--- src/rtl/game_pkg.sv ---
// Shared types and keycode constants for the game flow controller.
package game_pkg;

    typedef enum logic [2:0] {
        START    = 3'd0,
        PLAY     = 3'd1,
        PAUSE    = 3'd2,
        BURN     = 3'd3,
        GAMEOVER = 3'd4
    } game_state_t;

    localparam logic [7:0] KEY_W = 8'd26;
    localparam logic [7:0] KEY_P = 8'd19;

endpackage

--- src/rtl/key_press_detect.sv ---
// Turns a held keycode into a single-cycle press on its rising edge.
module key_press_detect #(
    parameter logic [7:0] KEY = 8'd0
) (
    input  logic       Clk,
    input  logic       Reset_n,
    input  logic [7:0] keycode,
    output logic       press
);

    logic [7:0] key_prev_q;
    logic [7:0] key_prev_d;

    always_comb begin
        key_prev_d = keycode;
        press      = (keycode == KEY) && (key_prev_q != KEY);
    end

    // Clearing key_prev on reset means a key held through reset fires once.
    always_ff @(posedge Clk) begin
        if (!Reset_n) begin
            key_prev_q <= 8'd0;
        end else begin
            key_prev_q <= key_prev_d;
        end
    end

endmodule

--- src/rtl/game_fsm.sv ---
// Top-level game flow: title, play, pause, crash-burn animation and game-over,
// with life accounting and a frame-timed burn dwell.
module game_fsm
    import game_pkg::*;
#(
    parameter int         NUM_LIVES   = 3,
    parameter int         BURN_FRAMES = 60,
    parameter logic [7:0] START_KEY   = KEY_W,
    parameter logic [7:0] PAUSE_KEY   = KEY_P,
    parameter int         LIVES_W     = $clog2(NUM_LIVES + 1)
) (
    input  logic               Clk,
    input  logic               Reset_n,
    input  logic [7:0]         keycode,
    input  logic               crash,
    input  logic               frame_tick,
    output logic               Run,
    output logic               burn,
    output logic               paused,
    output logic               game_over,
    output logic               respawn,
    output logic [LIVES_W-1:0] lives
);

    localparam int BURN_W = (BURN_FRAMES > 1) ? $clog2(BURN_FRAMES) : 1;

    game_state_t        state_q, state_d;
    logic [LIVES_W-1:0] lives_q, lives_d;
    logic [BURN_W-1:0]  burn_cnt_q, burn_cnt_d;
    logic               respawn_q, respawn_d;
    logic               start_press, pause_press;

    key_press_detect #(.KEY(START_KEY)) u_start_key (
        .Clk     (Clk),
        .Reset_n (Reset_n),
        .keycode (keycode),
        .press   (start_press)
    );

    key_press_detect #(.KEY(PAUSE_KEY)) u_pause_key (
        .Clk     (Clk),
        .Reset_n (Reset_n),
        .keycode (keycode),
        .press   (pause_press)
    );

    always_comb begin
        state_d    = state_q;
        lives_d    = lives_q;
        burn_cnt_d = burn_cnt_q;
        respawn_d  = 1'b0;

        case (state_q)
            START: begin
                if (start_press) begin
                    state_d = PLAY;
                    lives_d = LIVES_W'(NUM_LIVES);
                end
            end
            PLAY: begin
                // Life is charged only on entry to BURN, so a held crash costs one.
                if (crash) begin
                    state_d    = BURN;
                    lives_d    = (lives_q == '0) ? '0 : lives_q - 1'b1;
                    burn_cnt_d = BURN_W'(BURN_FRAMES - 1);
                end else if (pause_press) begin
                    state_d = PAUSE;
                end
            end
            PAUSE: begin
                if (pause_press) begin
                    state_d = PLAY;
                end
            end
            BURN: begin
                if (frame_tick) begin
                    if (burn_cnt_q != '0) begin
                        burn_cnt_d = burn_cnt_q - 1'b1;
                    end else if (lives_q == '0) begin
                        state_d = GAMEOVER;
                    end else begin
                        state_d   = PLAY;
                        respawn_d = 1'b1;
                    end
                end
            end
            GAMEOVER: begin
                if (start_press) begin
                    state_d = START;
                end
            end
            default: begin
                state_d = START;
            end
        endcase
    end

    always_ff @(posedge Clk) begin
        if (!Reset_n) begin
            state_q    <= START;
            lives_q    <= LIVES_W'(NUM_LIVES);
            burn_cnt_q <= '0;
            respawn_q  <= 1'b0;
        end else begin
            state_q    <= state_d;
            lives_q    <= lives_d;
            burn_cnt_q <= burn_cnt_d;
            respawn_q  <= respawn_d;
        end
    end

    assign Run       = (state_q == PLAY);
    assign burn      = (state_q == BURN) || (state_q == GAMEOVER);
    assign paused    = (state_q == PAUSE);
    assign game_over = (state_q == GAMEOVER);
    assign respawn   = respawn_q;
    assign lives     = lives_q;

endmodule

--- config.mk ---
export PLATFORM = sky130hd
export DESIGN_NAME = game_fsm
export DESIGN_NICKNAME = d
export VERILOG_FILES = /design/src/rtl/game_pkg.sv /design/src/rtl/key_press_detect.sv /design/src/rtl/game_fsm.sv
export SDC_FILE = /design/constraint.sdc
export NUM_CORES = 1
export LEC_CHECK = 0
export CAP_MARGIN = 0
export CELL_PAD_IN_SITES_DETAIL_PLACEMENT = 0
export CELL_PAD_IN_SITES_GLOBAL_PLACEMENT = 1
export CORE_MARGIN = 5
export CORE_UTILIZATION = 24
export DETAILED_ROUTE_END_ITERATION = 10
export HOLD_SLACK_MARGIN = 0.12
export PLACE_DENSITY = 0.57
export SKIP_LAST_GASP = 1
export SYNTH_ARGS = -nofsm -noshare
export SYNTH_HDL_FRONTEND = slang
export SYNTH_SLANG_ARGS = --single-unit
--- constraint.sdc ---
create_clock -name Clk -period 3 [get_ports Clk]
set_clock_uncertainty 0.15 [all_clocks]
set_input_delay 0.9 -clock Clk [delete_from_list [all_inputs] [get_ports Clk]]
set_output_delay 0.9 -clock Clk [all_outputs]
set_load 0.1 [all_outputs]
# Yosys cells after proc, flatten, opt, wreduce, memory -nomap -nowiden
# Index checks and enable logic that the tools add are counted.
word_totals:
  ff_bits: 20
op_classes:
  bitwise: 3
  muxes: 18
  eq_ne: 16
  n_reduce_logical: 12
  add_sub_neg: 2
ops:
  columns: ["operator", "count"]
  rows:
  - ["2-to-1 mux 3 bit", 8]
  - ["2-to-1 mux 6 bit", 3]
  - ["== test 8 x 5 -> 1 bit, second input constant", 2]
  - ["!= test 8 x 5 -> 1 bit, second input constant", 2]
  - ["case mux 3 bit (5 select lines)", 1]
  - ["case mux 6 bit (2 select lines)", 1]
  - ["!= test 2 bit, second input constant", 5]
  - ["== test 3 x 2 -> 1 bit, second input constant", 2]
  - ["2-to-1 mux 2 bit", 3]
  - ["AND reduction 6 bit", 1]
  - ["nonzero test 6 bit", 1]
  - ["subtractor 6 x 1 -> 6 bit, second input constant", 1]
  - ["!= test 2 x 1 -> 1 bit, second input constant", 2]
  - ["case mux 2 bit (2 select lines)", 1]
  - ["AND reduction 4 bit", 1]
  - ["nonzero test 2 bit", 2]
  - ["OR reduction 4 bit", 1]
  - ["== test 3 x 1 -> 1 bit, second input constant", 1]
  - ["== test 3 bit, second input constant", 1]
  - ["zero test 3 bit", 1]
  - ["!= test 3 x 2 -> 1 bit, second input constant", 1]
  - ["inverter 1 bit", 3]
  - ["AND reduction 3 bit", 1]
  - ["logical AND 1 bit", 2]
  - ["other kinds (4)", 4]

# Depth between registers and ports, before layout
# Gate-level depths: netlist (run 1).
logic_depth:
  depth_word: 5
  mapped_depth: 6

# Hierarchy
# From an unflattened synthesis (run 1), not the netlist that was laid out.
unflattened:
  cells_unflattened: 123
  area_unflattened_um2: 1313.8
modules_own_cells:
  columns: ["module", "n_inst", "area_per_inst_um2", "cells_each", "seq_area_each_um2"]
  rows:
  - ["game_fsm", 1, 787.0, 81, 240.2]
  - ["key_press_detect at u_start_key", 1, 267.8, 21, 160.2]
  - ["key_press_detect at u_pause_key", 1, 259.0, 21, 160.2]

# Worst setup path before layout (run 1)
# OpenSTA, ideal clock, no wires.
synth_path:
  path_kind: "register to output"
  start: "register state_q[1]"
  end: "output paused"
  arrival_ns: 2.740
  t_required_ns: 1.950
  path_stages_with_launch: 3
  setup_slack_ns: -0.790
  path_buffers: 1
  path_cell_list: "dfxtp_1 buf_4 nor3b_1"
synth_via:
  elab_chain_cells: 1
synth_rtl:
  columns: ["item", "line", "source"]
  rows:
  - ["start, declared", "game_fsm.sv:27", "game_state_t state_q, state_d;"]
  - ["start signal, assigned", "game_fsm.sv:105", "state_q <= state_d;"]
  - ["== test 3 x 2 -> 1 bit", "game_fsm.sv:114", "assign paused = (state_q == PAUSE);"]
  - ["end, declared", "game_fsm.sv:19", "output logic paused,"]
# No other way between the ends.

# Worst setup path in the final report (run 1)
layout_path:
  start: "register state_q[0]"
  end: "output burn"
layout_via:
  elab_chain_cells: 2
  elab_cells_between_ends: 3
  classes_between: "eq/ne (2); reduce/logical (1)"
layout_rtl:
  columns: ["item", "line", "source"]
  rows:
  - ["== test 3 x 2 -> 1 bit or == test 3 bit (tied branches)", "game_fsm.sv:113", "assign burn = (state_q == BURN) || (state_q == GAMEOVER);"]
  - ["logical OR 1 bit *", "game_fsm.sv:113", null]
  - ["end, declared", "game_fsm.sv:18", "output logic burn,"]
# Mark *: on every way between the ends. The rest lies on a longest branch, timed or not.

==> impl_metrics.ini, run 1 <==
[sta]
rsz0062_at_grt = no
min_period_over_period_pct = 86.6
worstMarginPinSlew_ns = 0.414
slew_headroom_pct = 72.3
fin_ws_ns = 0.402
fin_tns_setup_ns = 0
setup_violations = 0
clock.fmax_mhz = 385
finalMaxSlewViolations = 0
hold_viol = 0
layout_min_cycle_time_ns = 2.60

[synthesis]
synth.top_cell.area_share_pct = 40.1
synth_warnings = 0
avgSynthCellArea_sq_um = 9.80
synth_nets = 116
synth_top_area_cell = dfxtp_1
synth_area_leaders = dfxtp_1 40%, and2_1 6.3%, nand2_1 3.0%
synthDistinctLibCells = 43
netlist_instances = 102
synth_seq_cells = 20
netlist_area_sq_um = 1000
yosysSeqAreaShare_pct = 40.1

[cells_and_area]
final_cell_area_sq_um = 1290
post-route-util_pct = 32.1
fillers = 422
antenna_cells = 0
nets = 136
drive_gt1_share_pct = 20.8
syn_to_final_growth_pct = 29.4

[die]
fp.dieH_um = 74.5
fp.dieArea_sq_um = 5560
io_pins = 19
start_util_pct = 24.8
die-width_um = 74.5
rows = 23
core_area_sq_um = 4030

[clock_tree]
htree_levels = 1
hold_buffers = 0
clockBufferDepth = 2
clkTransAtPathRegs_ns = 0.07
post_cts.repair.setup_buffers = 0
worst_skew_pair.late_latency_ns = 0.25
cts_root_buf = clkbuf_8
cts-buffers-inserted = 3
ctsResizeCount = 0
clock_sinks = 20
cts_tree = done

[place]
pre_cts_slack_ns = 0.272
dpl_cell_area_sq_um = 1250
gp_congestion = 0.688
portBuffers = 18
dp.final_hpwl_um = 1700

[grt]
antenna_found_initial = 0
grt_pass1_vias = 780
grt_pass1_wl_um = 3560
overflow = 0
grt_usage_pct = 8.46
grt_max_degree = 14

[critical_path]
rrSetupSlack_ns = 1.13
end_kind = output port
worst-setup-path-type = flop to output port
cp_max_fo = 9
start_kind = flop
cp.required_ns = 1.95
critPathArrivalTime_ns = 1.55

[drt]
dr_total_vias = 779
finalWirelength_um = 2120
firstDrtPassIters = 4
routedWlPerCell_um = 12.5
drc_errors = 0
drt-initial-drc-count = 36
ant_nets = 0
drt-vias-per-instance = 4.58

[power_and_ir_drop]
p_leak_nw = 0.518
ir_drop_mv = 0.235
powerDensity_nw_per_um2 = 375
power_uw = 485

[status]
status = finished, final reports clean

[flow_run]
max_cap_viol_count = 0

[hold_path]
hold_path_class = flop to flop
==> final cells by class <==
class	count	area (sq um)	share of cell area (%)
tap	50	62.6	4.84
multi-input combinational	74	567	43.8
timing repair buffer	19	208	16.1
sequential	20	400	30.9
inverter	4	15.0	1.16
clock buffer	3	41.3	3.19
==> placed cells by master, fill, tap and decap left out, types with 2 or more instances in the layout <==
cell             netlist  routed
dfxtp_1               20      20
clkdlybuf4s50_1        0      11
and2_1                10       9
nand2_1                8       8
nor2_1                 7       7
buf_4                  1       5
inv_1                  4       4
nand4b_1               3       3
clkbuf_8               0       3
buf_12                 0       3
nand2b_1               3       2
nor3_1                 2       2
and4bb_2               2       2
nor4_1                 2       2
mux2i_1                2       2
or4_1                  2       2
o21ai_0                2       2
nand3_1                2       2
o31a_1                 2       2
xor2_1                 2       2
ha_1                   2       2
==> worst max-delay path: stages, from the launching register on <==
cell	delay, ns
dfxtp_1	0.57
nor2_1	0.12
and2_2	0.24
nand2b_2	0.20
buf_12	0.17
==> per-layer routing <==
layer  GRT usage, %  vias to the layer above  routed length, um
li1               -                      410                  -
met1           10.1                      350                992
met2           14.6                       17               1010
met3           2.97                        2                106
met4           1.78                        0                 11
met5              0                        -                  0
==> power by group <==
part / leakage (nW) / switching [mW] / internal [mW]
combinational: 0.333 / 0.0175 / 0.0232
sequential: 0.163 / 0.00268 / 0.272
clock: 0.0216 / 0.0804 / 0.0892
==> worst paths after layout <==
path,from,end,cells after the start
setup reg to reg,state_q[1]$_SDFFE_PN0P_,burn_cnt_q[4]$_SDFFE_PN0P_,5
hold / removal,burn_cnt_q[0]$_SDFFE_PN0P_,burn_cnt_q[0]$_SDFFE_PN0P_,1
hold reg to reg,burn_cnt_q[0]$_SDFFE_PN0P_,burn_cnt_q[0]$_SDFFE_PN0P_,1
setup / recovery,state_q[0]$_SDFFE_PN0P_,burn,4
==> logic make-up (layout without fill, tap and decap cells) <==
| kind of cell | count (synthesis) | after routing | share of synthesized area [%] |
|---|---|---|---|
| and+or+nand+nor | 51 | 51 | 33.9 |
| xor gates and xnor gates | 2 | 2 | 1.75 |
| DFF | 20 | 20 | 40.0 |
| buffers and inverters | 8 | 26 | 4.13 |
| AOI/OAI and AO/OA | 17 | 17 | 15.6 |
| adders and majority gates | 2 | 2 | 2.50 |
| muxes | 2 | 2 | 2.00 |
==> flip-flops by register name, indices dropped and copies added, names as in the netlist <==
name,cells
u_start_key.key_prev_q,8
lives,2
burn_cnt_q,6
state_q,3
respawn,1
==> synthesized netlist by cell type <==
library cell	number
a21boi_0	1
a21oi_1	1
and2_1	10
a31oi_4	1
o2111ai_1	1
buf_6	1
nor3_2	1
nand4b_4	1
dfxtp_1	20
nor2_1	7
nand2b_1	3
inv_1	4
ha_1	2
and2b_2	1
o311a_2	1
clkbuf_1	2
or4_1	2
a311oi_2	1
a31oi_1	1
and3_1	1
nand4_1	1
nor3b_1	1
nand2_2	1
a211oi_1	1
o31a_1	2
nor4_1	2
nor3_1	2
a32o_1	1
nand4b_1	3
a21boi_1	1
buf_4	1
nand4bb_1	1
and4bb_2	2
nor3_4	1
nand3_1	2
a21o_1	1
o21ai_0	2
nor2b_1	1
nand2_1	8
xor2_1	2
a311o_1	1
mux2i_1	2
a221o_2	1
==> through the flow <==
stage	hold slack [ns]	std cells
final	0.360	170
after global routing	0.385	170
after CTS	0.364	170
after detailed placement	0.350	167
after global placement	0.345	167
after floorplan	0.311	102
(Power assumes the default switching activity.)
==> run 2, diff against run 1 <==
- ABC_AREA: default -> 1
- GPL_ROUTABILITY_DRIVEN: default -> 0
- PLACE_DENSITY: 0.57 -> 0.6
==> run 2 against run 1 <==
  * Via count grew 29%
  * Sequential power grew 42%
  * Utilization shrank 0.40 points
  * Largest cell class unchanged
  * Critical path depth grew 1
  * Largest power group is now combinational cells
==> impl_metrics.ini, run 2 <==
[cells_and_area]
layout_commonest_cell = nand2_1
syn_to_final_growth_pct = 29.2
post-route-util_pct = 31.7
regMostFlops = u_start_key.key_prev_q
largest_reg_flops = 8
drive_gt1_share_pct = 14.8
antenna_cells = 0
reg_top3 = u_start_key.key_prev_q: 8 flops, burn_cnt_q: 6 flops, state_q: 3 flops
nets = 197
mostFrequentLayoutCells = 43 x nand2_1, 26 x inv_1, 20 x dfxtp_1
fillers = 492

[sta]
hold_viol = 0
worstMarginPinSlew_ns = 0.309
clock.fmax_mhz = 390
fin_tns_setup_ns = 0
min_period_over_period_pct = 85.5
setup_violations = 0
finalMaxSlewViolations = 0
layout_min_cycle_time_ns = 2.56
slew_headroom_pct = 79.2
rsz0062_at_grt = no

[power_and_ir_drop]
p_sw_uw = 632
comb_power_share_pct = 53.7
pwr-share-clk_pct = 16.0
seq_power_share_pct = 30.3
p_sw_share_pct = 49.1
p_leak_nw = 0.661
power_mw = 1.29
ir_drop_mv = 0.378
p_int_uw = 656
powerDensity_nw_per_um2 = 939

[grt]
use_met3_pct = 1.77
overflow = 0
grt_max_degree = 16
top_usage_layer = met2
grtUsageMet1_pct = 11.0
grt_pass1_vias = 960
met2_usage_pct = 13.9
grt_usage_pct = 8.61
grt_pass1_wl_um = 4170
antenna_found_initial = 0

[die]
die-width_um = 76.5
start_util_pct = 24.5
fp.dieArea_sq_um = 5850
io_pins = 19
core_area_sq_um = 4320
fp.dieH_um = 76.5
rows = 24

[clock_tree]
ctsResizeCount = 0
clock_sinks = 20
cts_root_buf = clkbuf_8
clkTransAtPathRegs_ns = 0.08
post_cts.repair.setup_buffers = 0
cts-buffers-inserted = 3
cts_tree = done
htree_levels = 1
clockBufferDepth = 2
hold_buffers = 0
worst_skew_pair.late_latency_ns = 0.26

[synthesis]
synth_most_common_cell = nand2_1
synth.top_cell.area_share_pct = 37.7
synth_nets = 174
netlist_instances = 160
synthDistinctLibCells = 26
synth_warnings = 0
synth_edf_count = 0
synth.cells.most_frequent = 43 x nand2_1, 26 x inv_1, 20 x dfxtp_1, 18 x nor2_1, 9 x a21oi_1
avgSynthCellArea_sq_um = 6.63
async_flop_share_pct = 0
yosysSeqAreaShare_pct = 37.7
synth_area_leaders = dfxtp_1 38%, nand2_1 15%, inv_1 9.2%
synth_seq_cells = 20
netlist_area_sq_um = 1060
ys.flop_type = dfxtp_1
synth_top_area_cell = dfxtp_1

[critical_path]
crit_chain = inv_2 -> nand3_2 -> clkinv_2 -> or2_2 -> buf_12
critPathBufInv = 3
cp_max_fo = 8
cp.required_ns = 1.95
path_delay_family = simple AND/OR/NAND/NOR gates
critPathArrivalTime_ns = 1.51
cp.depth = 5
end_kind = output port
start_kind = flop
slowest_stage = dfxtp_1
worst-setup-path-type = flop to output port
critical_path.max_stage_delay_ns = 0.36
reg2reg_depth = 8

[status]
status = finished, final reports clean

[drt]
drt-vias-per-instance = 4.29
finalWirelength_um = 2460
routedWlPerCell_um = 10.5
ant_nets = 0
firstDrtPassIters = 4
drc_errors = 0
drt-initial-drc-count = 28
dr_total_vias = 1005

[hold_path]
hold_path_class = flop to flop
hold_path_depth = 2

[flow_run]
max_cap_viol_count = 0

[place]
portBuffers = 18
dp.final_hpwl_um = 1950
-- run 2: cell types whose count changed in the layout (fill, tap and decap cells not counted), moves of 3 or more --
| cell | change |
|---|---|
| nand2_1 | +35 |
| inv_1 | +22 |
| nor2_1 | +11 |
| and2_1 | -9 |
| a21oi_1 | +8 |
| o21ai_1 | +7 |
| inv_2 | +3 |
| nand3_2 | +3 |
| nand4b_1 | -3 |
| nor3_1 | +3 |
-- run 2: stage by stage --
stage	instances	hold WS (ns)	cell area [sq um]	setup slack (ns)
2_1_floorplan	160	0.316	1070	0.158
3_3_place_gp	230	0.331	1320	0.531
3_5_place_dp	230	0.342	1320	0.512
4_1_cts	234	0.354	1370	0.419
5_1_grt	234	0.391	1370	0.351
6_report	234	0.352	1370	0.436
-- run 2: final cells by class --
cell class / count / area [sq um] / area share [%]
inverter: 31 / 123 / 8.94
timing repair buffer: 19 / 183 / 13.3
tap: 52 / 65.1 / 4.74
multi-input combinational: 108 / 546 / 39.8
sequential: 20 / 400 / 29.2
clock buffer: 4 / 55.1 / 4.01
-- run 2: final timing paths --
check                              from                    endpoint  slack [ns]
max             state_q[2]$_SDFFE_PN0P_                        burn        0.44
min          burn_cnt_q[4]$_SDFFE_PN0P_  burn_cnt_q[4]$_SDFFE_PN0P_        0.35
max reg2reg     state_q[1]$_SDFFE_PN0P_  burn_cnt_q[2]$_SDFFE_PN0P_        1.45
min reg2reg  burn_cnt_q[4]$_SDFFE_PN0P_  burn_cnt_q[4]$_SDFFE_PN0P_        0.35
-- run 2: routing by layer --
layer | share of wire, % | routed length [um]
met1 | 50 | 1230
met2 | 46 | 1120
met3 | 3.9 | 97
met4 | 0.61 | 15
met5 | 0 | 0
-- run 2: power groups by stage --
stage          sequential (mW)  combinational [mW]  clock (mW)
2_1_floorplan            0.473               0.472           0
3_3_place_gp             0.397               0.697           0
3_5_place_dp             0.397               0.695           0
4_1_cts                  0.391               0.699       0.215
5_1_grt                  0.402               0.766       0.223
6_report                 0.391               0.691       0.206
-- run 2: cells by family after synthesis --
logic type | synth area share (%)
compound gates | 11.7
fa+ha+maj | 2.36
simple gates | 35.5
xor+xnor | 0.826
buf+inv | 11.9
flops | 37.7
-- run 2: tightest hold or removal path, cell delays in order, from the launching register on --
cell and delay, ns:
dfxtp_1 0.34, nand2_1 0.07, a21oi_1 0.05
==> run 3, diff against run 2 <==
- ABC_AREA: 1 -> default
- PLACE_DENSITY: 0.6 -> 0.57
==> results of run 3 <==
Final layout, timing and power as in run 1 (identical DEF).
